$ cat config.mk
export PLATFORM = sky130hd
export DESIGN_NAME = instr_sequencer
export DESIGN_NICKNAME = d
export VERILOG_FILES = /design/src/rtl/instr_sequencer.sv
export SDC_FILE = /design/constraint.sdc
export NUM_CORES = 1
export LEC_CHECK = 0
export CORE_MARGIN = 5
export CORE_UTILIZATION = 45
export CTS_CLUSTER_SIZE = 30
export DETAILED_ROUTE_END_ITERATION = 7
export GPL_TIMING_DRIVEN = 0
export PLACE_DENSITY = 0.83
export SLEW_MARGIN = 20
export SYNTH_ARGS = -nofsm -noshare
export SYNTH_HDL_FRONTEND = slang
export SYNTH_SLANG_ARGS = --single-unit
$ cat constraint.sdc
create_clock -name clk -period 4.8 [get_ports clk]
set_input_delay 0.96 -clock clk [delete_from_list [all_inputs] [get_ports clk]]
set_output_delay 0.96 -clock clk [all_outputs]
set_load 0.01 [all_outputs]
$ cat src/rtl/instr_sequencer.sv
// instr_sequencer: fetch/decode/execute controller in front of the cpu datapath.
// Owns the program counter and the run/halt state. Fetches one 32-bit word per
// instruction, latches it in IReg, pulses exe_en once per instruction, waits on
// exe_done for LD/STR, then advances PC sequentially or to a BRA target. HLT parks
// the FSM in HALT until start.
// Optional build macro: SEQ_SINGLE_STEP_EN adds a step input and a PAUSE state in
// which the FSM waits between instructions (and after start from IDLE).
module instr_sequencer #(
  parameter int ADDRW = 8,
  parameter int PSRW  = 5
) (
  input  logic             clk,
  input  logic             rst_n,
  input  logic             start,
`ifdef SEQ_SINGLE_STEP_EN
  input  logic             step,
`endif
  input  logic             mem_rdy,
  input  logic [31:0]      mem_rdata,
  input  logic [PSRW-1:0]  PsrIn,
  input  logic             exe_done,
  output logic             mem_req,
  output logic [ADDRW-1:0] mem_addr,
  output logic [31:0]      IReg,
  output logic             exe_en,
  output logic             halted,
  output logic             illegal
);

  // Opcodes that change control flow; NOP/XOR/ADD/ROT/SHF/CMP (0,4,5,6,7,9) all
  // retire in one EXEC cycle, as does any undefined opcode above CMP.
  localparam logic [3:0] OP_LD  = 4'h1;
  localparam logic [3:0] OP_STR = 4'h2;
  localparam logic [3:0] OP_BRA = 4'h3;
  localparam logic [3:0] OP_HLT = 4'h8;
  localparam logic [3:0] OP_CMP = 4'h9;

  localparam logic [2:0] S_IDLE   = 3'd0;
  localparam logic [2:0] S_FETCH  = 3'd1;
  localparam logic [2:0] S_DECODE = 3'd2;
  localparam logic [2:0] S_EXEC   = 3'd3;
  localparam logic [2:0] S_WAIT   = 3'd4;
  localparam logic [2:0] S_HALT   = 3'd5;
`ifdef SEQ_SINGLE_STEP_EN
  localparam logic [2:0] S_PAUSE  = 3'd6;
  // A retiring instruction parks in PAUSE until the next step pulse.
  localparam logic [2:0] S_RETIRE = S_PAUSE;
`else
  localparam logic [2:0] S_RETIRE = S_FETCH;
`endif

  localparam logic [ADDRW-1:0] PC_ONE = {{(ADDRW-1){1'b0}}, 1'b1};

  logic [2:0]       state_reg, state_next;
  logic [ADDRW-1:0] pc_reg, pc_next;
  logic [31:0]      ireg_reg, ireg_next;
  logic             illegal_reg, illegal_next;

  logic [3:0]       opcode;
  logic [PSRW-1:0]  br_mask;
  logic [ADDRW-1:0] br_target;
  logic [ADDRW-1:0] pc_inc;
  logic             br_taken;

  assign opcode    = ireg_reg[31:28];
  assign br_mask   = ireg_reg[27 -: PSRW];
  assign br_target = ireg_reg[ADDRW-1:0];
  // Natural ADDRW-bit wrap: all-ones + 1 -> 0.
  assign pc_inc    = pc_reg + PC_ONE;
  // Empty mask means unconditional; otherwise any selected flag set takes it.
  assign br_taken  = (br_mask == '0) || (|(br_mask & PsrIn));

  // Outputs are pure decodes of the registered state, so an async reset clears
  // them in the same cycle it is asserted.
  assign mem_req  = (state_reg == S_FETCH);
  assign mem_addr = pc_reg;
  assign IReg     = ireg_reg;
  assign exe_en   = (state_reg == S_EXEC);
  assign halted   = (state_reg == S_HALT);
  assign illegal  = illegal_reg;

  // Next-state, PC, instruction-register and illegal-flag logic.
  always_comb begin
    state_next   = state_reg;
    pc_next      = pc_reg;
    ireg_next    = ireg_reg;
    illegal_next = illegal_reg;
    case (state_reg)
      S_IDLE: begin
        if (start) state_next = S_RETIRE;
      end
      S_FETCH: begin
        // IReg only ever changes on an accepted fetch.
        if (mem_rdy) begin
          ireg_next  = mem_rdata;
          state_next = S_DECODE;
        end
      end
      S_DECODE: begin
        if (opcode > OP_CMP) illegal_next = 1'b1;
        state_next = S_EXEC;
      end
      S_EXEC: begin
        case (opcode)
          OP_LD, OP_STR: begin
            // A completion arriving together with the strobe skips WAIT.
            if (exe_done) begin
              pc_next    = pc_inc;
              state_next = S_RETIRE;
            end else begin
              state_next = S_WAIT;
            end
          end
          OP_BRA: begin
            pc_next    = br_taken ? br_target : pc_inc;
            state_next = S_RETIRE;
          end
          OP_HLT: begin
            state_next = S_HALT;
          end
          default: begin
            pc_next    = pc_inc;
            state_next = S_RETIRE;
          end
        endcase
      end
      S_WAIT: begin
        if (exe_done) begin
          pc_next    = pc_inc;
          state_next = S_RETIRE;
        end
      end
      S_HALT: begin
        // Resume past the HLT instruction itself.
        if (start) begin
          pc_next    = pc_inc;
          state_next = S_FETCH;
        end
      end
`ifdef SEQ_SINGLE_STEP_EN
      S_PAUSE: begin
        if (step) state_next = S_FETCH;
      end
`endif
      default: begin
        state_next = S_IDLE;
      end
    endcase
  end

  // State registers with asynchronous active-low reset.
  always_ff @(posedge clk or negedge rst_n) begin
    if (!rst_n) begin
      state_reg   <= S_IDLE;
      pc_reg      <= '0;
      ireg_reg    <= '0;
      illegal_reg <= 1'b0;
    end else begin
      state_reg   <= state_next;
      pc_reg      <= pc_next;
      ireg_reg    <= ireg_next;
      illegal_reg <= illegal_next;
    end
  end

endmodule

## After elaboration in Yosys (flattened, before gate mapping)

Index checks and enable logic that the tools add are counted.

| cells by class | value |
|---|---|
| add/sub/neg operators | 1 |
| $lt $le $gt $ge | 1 |
| equality and inequality tests | 14 |
| mux-type cells | 11 |
| bitwise gates (word level) | 1 |
| reductions and logical operators | 11 |

Operator list:

| cell | number |
|---|---|
| 8-bit case mux with 3 select lines | 2 |
| 8-bit 2-to-1 mux | 3 |
| 3-bit case mux with 5 select lines | 1 |
| 3-bit 2-to-1 mux | 4 |
| 8-bit by 1-bit adder with 8-bit output (second input constant) | 1 |
| 4-bit by 2-bit equality test with 1-bit output (second input constant) | 2 |
| 2-bit inequality test (second input constant) | 4 |
| 3-bit by 2-bit equality test with 1-bit output (second input constant) | 2 |
| 3-bit equality test (second input constant) | 2 |
| 3-bit case mux with 2 select lines | 1 |
| 3-bit AND reduction | 2 |
| 5-bit AND | 1 |
| 5-bit logical NOT | 1 |
| 5-bit OR reduction | 1 |
| 4-bit by 1-bit equality test with 1-bit output (second input constant) | 1 |
| 4-bit equality test (second input constant) | 1 |
| 4-bit greater-than comparator (second input constant) | 1 |
| 2-bit AND reduction | 2 |
| 2-bit OR reduction | 2 |
| 3-bit by 1-bit equality test with 1-bit output (second input constant) | 1 |
| 3-bit logical NOT | 1 |
| 3-bit nonzero test | 1 |
| 2-bit by 1-bit inequality test with 1-bit output (second input constant) | 1 |
| 1-bit logical OR | 1 |

| storage, ports and cells | value |
|---|---|
| register bits after elaboration | 44 |
| bits of input ports | 42 |
| output and inout bits | 44 |

## Logic depth before layout (Yosys ltp)

| depth | value |
|---|---|
| depth after elaboration | 6 |
| gate-level depth with buffers | 8 |

## Worst setup path before layout

Ideal clock, no wire load.

| path | value |
|---|---|
| kind | input -> register |
| start point | input port PsrIn[1] |
| end point | register pc_reg[1], in the netlist mem_addr[1] |
| arrival time | 2291 ps |
| path slack | 2379 ps |
| stages | 7 |
| path through | a222oi_1 > nand2_1 > or2_1 > buf_6 > mux2_4 > a21oi_2 > nor3_2 |

| on the way | value |
|---|---|
| longest elaborated chain between the ends | 6 |

Ends and longest elaborated chain:

| item | RTL line | text |
|---|---|---|
| start: declaration | 20 | `input logic [PSRW-1:0] PsrIn,` |
| 5-bit AND | 71 | `assign br_taken = (br_mask == '0) \|\| (\|(br_mask & PsrIn));` |
| 5-bit OR reduction | 71 |  |
| 1-bit logical OR | 71 |  |
| 8-bit 2-to-1 mux | 115 | `pc_next = br_taken ? br_target : pc_inc;` |
| 8-bit case mux with 3 select lines | 104 | `case (opcode)` |
| 8-bit case mux with 3 select lines | 88 | `case (state_reg)` |
| end signal: assignment | 160 | `pc_reg <= pc_next;` |
| end: declaration | 55 | `logic [ADDRW-1:0] pc_reg, pc_next;` |

No other way between the ends.
A chain may end at the register's enable or synchronous reset.

## Worst setup path after layout

| path | value |
|---|---|
| start point | register state_reg[2] |
| end point | output port halted |

| on the way | value |
|---|---|
| longest elaborated chain between the ends | 1 |

Ends and longest elaborated chain:

| item | RTL line | text |
|---|---|---|
| start: declaration | 54 | `logic [2:0] state_reg, state_next;` |
| start signal: assignment | 159 | `state_reg <= state_next;` |
| 3-bit equality test | 79 | `assign halted = (state_reg == S_HALT);` |
| end: declaration | 26 | `output logic halted,` |

No other way between the ends.

==> out/qor.txt <==
========================================================================================
Routed WL                                                                        6.64 mm
Cell at the root of the clock tree                                          sky130_fd_sc_hd__clkbuf_8
Max VDD drop                                                                  0.000356 V
Yosys warning total                                                                    0
Category of cells accounting for the largest share of critical-path delay   buffers and inverters
Worst stage delay on the critical path                                           0.55 ns
Endpoints failing hold                                                                 0
Aggregate global-route resource usage                                              18.8%
Worst-path maximum fanout                                                             10
HPWL Detailed                                                                    5.07 mm
Remaining max-slew budget at the tightest pin                                      57.5%
DRC violations left                                                                    0
Endpoint type of the worst setup path                                        output port
Slack of the critical path                                                       1.76 ns
Synthesized flop and latch total                                                      44
Period utilisation layout                                                          63.3%
Total number of placement rows                                                        27
Per-cell via count in the routed design                                             5.65
Post-synthesis instance area                                                  2540 sq um
Area share of the largest cell type after synthesis                                43.3%
Clock tree skew after final layout                                            0.00210 ns
Vias in the first global route                                                      2266
Count of final setup violators                                                         0
Sequential-to-total area share from yosys stat                                     43.3%
Unrepaired setup endpoints after global routing                                    false
Top cells by count, synth                                                   sky130_fd_sc_hd__dfrtp_1 (44), sky130_fd_sc_hd__mux2_2 (32), sky130_fd_sc_hd__a21oi_1 (15)
Initial standard-cell utilization of the core                                      46.1%
Critical-path cell list                                                     buf_2 -> nor2b_1 -> and2_1 -> clkdlybuf4s50_1
Initial antenna violation count                                                        0
Count of hold-fix buffers inserted at cts                                              0
Grt total ovfl                                                                         0
Horiz. Die Dim                                                              85.1 microns
Number of CTS-inserted buffers                                                         5
Place WS                                                                         1.82 ns
Count of cells resized by post-cts repair                                              0
DR pass1 iterations                                                                    5
Non-filler cells, final                                                              409
Sum of buffers and inverters on the critical path                                      2
Fill cells                                                                           437
Violation count after the first detailed-routing iteration                           344
Post-Syn Instances                                                                   244
Post-synth EDFFs                                                                       0
Number of distinct library cells after synthesis                                      55
Die outline height                                                          85.1 microns
Total Die Area                                                                7250 sq um
Area of the core                                                              5510 sq um
Clock tree buffer depth                                                                2
Number of ports placed on the die boundary                                            86
Total number of H-tree levels                                                          2
I/O Buffers                                                                           84
Clk sinks                                                                             44
Synth top area cells                                                        sky130_fd_sc_hd__dfrtp_1 (43%), sky130_fd_sc_hd__mux2_2 (14%), sky130_fd_sc_hd__a21oi_1 (3.0%)
Pwr dens                                                                     688 nW/um^2
Most frequent cell after synthesis                                          sky130_fd_sc_hd__dfrtp_1
Max-cap violation count                                                                0
Path type of the worst min-delay path                                         reg -> reg
Data required time of the critical path                                          3.84 ns
Net count reported at finish                                                         379
Max Clk Rate                                                                     329 MHz
Outcome                                                                        completed
Worst-margin pin slew                                                           0.632 ns
Crit start category                                                            flip-flop
Largest net degree at the start of global routing                                     28
Synth Net Count                                                                      287
TritonCTS clock tree                                                                 yes
Flip-flop count of the largest register, all copies and words added                   32
Wire length of the first global-routing pass                                     11.1 mm
Dominant synthesized flop cell                                              sky130_fd_sc_hd__dfrtp_1
Synth-to-layout area growth                                                        42.0%
Final critical delay including setup and external delays                         3.04 ns
Setup repair bufs after CTS                                                            0
Clk slew on worst S/H paths                                                      0.08 ns
Total negative slack                                                                0 ns
Via count                                                                           2310
GP Congestion                                                                      0.933
Average wire per standard cell                                              16.2 microns
Leakage component of the power                                                0.00142 uW
Share of async-settable or async-resettable flops after synthesis                   100%
Data arrival time of the critical path                                           2.08 ns
Number of max-slew violations in the final report                                      0
Slowest CP cell                                                             sky130_fd_sc_hd__clkdlybuf4s50_1
Placed insts                                                                         401
Crit path kind                                                                reg -> out
Smallest hold slack                                                             0.474 ns
Worst-skew pair later-pin latency                                                0.29 ns
Top cell type by total area after synthesis                                 sky130_fd_sc_hd__dfrtp_1
Layout cells sized above 1                                                         21.1%
Count of inserted antenna diode cells                                                  0
Synthesized area per cell                                                     10.4 sq um
Antenna-violating nets left                                                            0
========================================================================================
-- cells in the final DEF, fill, tap and decap left out, types with 2 or more instances in the layout --
| master | count |
|---|---|
| sky130_fd_sc_hd__nand2b_1 | 7 |
| sky130_fd_sc_hd__a211oi_1 | 4 |
| sky130_fd_sc_hd__nand2_1 | 8 |
| sky130_fd_sc_hd__nor3_1 | 7 |
| sky130_fd_sc_hd__o21ai_1 | 6 |
| sky130_fd_sc_hd__o22ai_1 | 2 |
| sky130_fd_sc_hd__clkbuf_1 | 5 |
| sky130_fd_sc_hd__xor2_1 | 2 |
| sky130_fd_sc_hd__dfrtp_1 | 44 |
| sky130_fd_sc_hd__buf_6 | 4 |
| sky130_fd_sc_hd__buf_2 | 9 |
| sky130_fd_sc_hd__and2_1 | 6 |
| sky130_fd_sc_hd__xnor2_1 | 2 |
| sky130_fd_sc_hd__mux2_2 | 32 |
| sky130_fd_sc_hd__clkbuf_8 | 6 |
| sky130_fd_sc_hd__nor4_1 | 3 |
| sky130_fd_sc_hd__nand3_1 | 7 |
| sky130_fd_sc_hd__or3_1 | 2 |
| sky130_fd_sc_hd__o211ai_1 | 5 |
| sky130_fd_sc_hd__a21oi_1 | 15 |
| sky130_fd_sc_hd__or2_2 | 2 |
| sky130_fd_sc_hd__nor2_1 | 13 |
| sky130_fd_sc_hd__a31oi_1 | 3 |
| sky130_fd_sc_hd__inv_1 | 6 |
| sky130_fd_sc_hd__nand4_1 | 2 |
| sky130_fd_sc_hd__or4_4 | 2 |
| sky130_fd_sc_hd__or2_1 | 2 |
| sky130_fd_sc_hd__nor2b_1 | 2 |
| sky130_fd_sc_hd__o21ai_0 | 12 |
| sky130_fd_sc_hd__o21ai_2 | 2 |
| sky130_fd_sc_hd__clkdlybuf4s50_1 | 83 |
| sky130_fd_sc_hd__a21oi_2 | 2 |
| sky130_fd_sc_hd__a221oi_1 | 2 |
| sky130_fd_sc_hd__mux2i_1 | 2 |
-- cell families (layout without fill, tap and decap cells) --
logic type,after synthesis,count (layout),synth area share [%]
and+or+nand+nor,72,72,16.9
buffers and inverters,23,116,4.98
adders and majority gates,1,1,0.493
muxes,35,35,15.6
xor gates and xnor gates,4,4,1.38
DFF,44,44,43.3
AOI/OAI and AO/OA,65,65,17.3
-- metrics by stage --
stage               power (uW)  util [%]  cell area (sq um)
floorplan                 1580         -               2540
global placement          2140      63.0               3470
detailed placement        2180      63.3               3490
CTS                       2490      65.5               3610
global route              2660      65.5               3610
finish                    2480      65.5               3610
-- cell type report --
type,count,area (sq um),area share (%)
Clock buffer,6,82.6,2.29
Clock inverter,2,38.8,1.08
Tap cell,72,90.1,2.50
Multi-Input combinational cell,177,1310,36.4
Inverter,6,22.5,0.624
Buffer,17,104,2.88
Sequential cell,44,1100,30.5
Timing Repair Buffer,85,856,23.7
-- path summary, 6_finish.rpt --
kind | end | start | depth (start not counted) | slack [ns]
min in group asynchronous | state_reg[2] | rst_n | 1 | 0.59
hold / removal | illegal | illegal | 2 | 0.47
setup / recovery | halted | state_reg[2] | 4 | 1.76
max in group asynchronous | mem_addr[0] | rst_n | 2 | 3.73
hold reg to reg | illegal | illegal | 2 | 0.47
setup reg to reg | mem_addr[6] | state_reg[1] | 8 | 2.64
-- worst register-to-register path, delay by kind of cell, from the launching register on --
kind / cells / cell delay, ns
simple gates: 2 / 0.57
flops: 1 / 0.32
compound gates: 4 / 0.59
buf+inv: 2 / 0.55
-- per-layer routing --
metal  global-route usage, %  share of wire, %  vias up
met2                    29.7                49      108
met1                    25.3                41     1102
li1                        -                 -     1088
met5                       0                 0        -
met3                    5.24               8.5       12
met4                    5.04               1.4        0
-- report_power, final --
group          internal [uW]  switching [uW]  total, uW
clock network            170             128        298
logic                    785             681       1470
registers                556             161        717
Note: power is estimated with default switching activity, not from simulation.
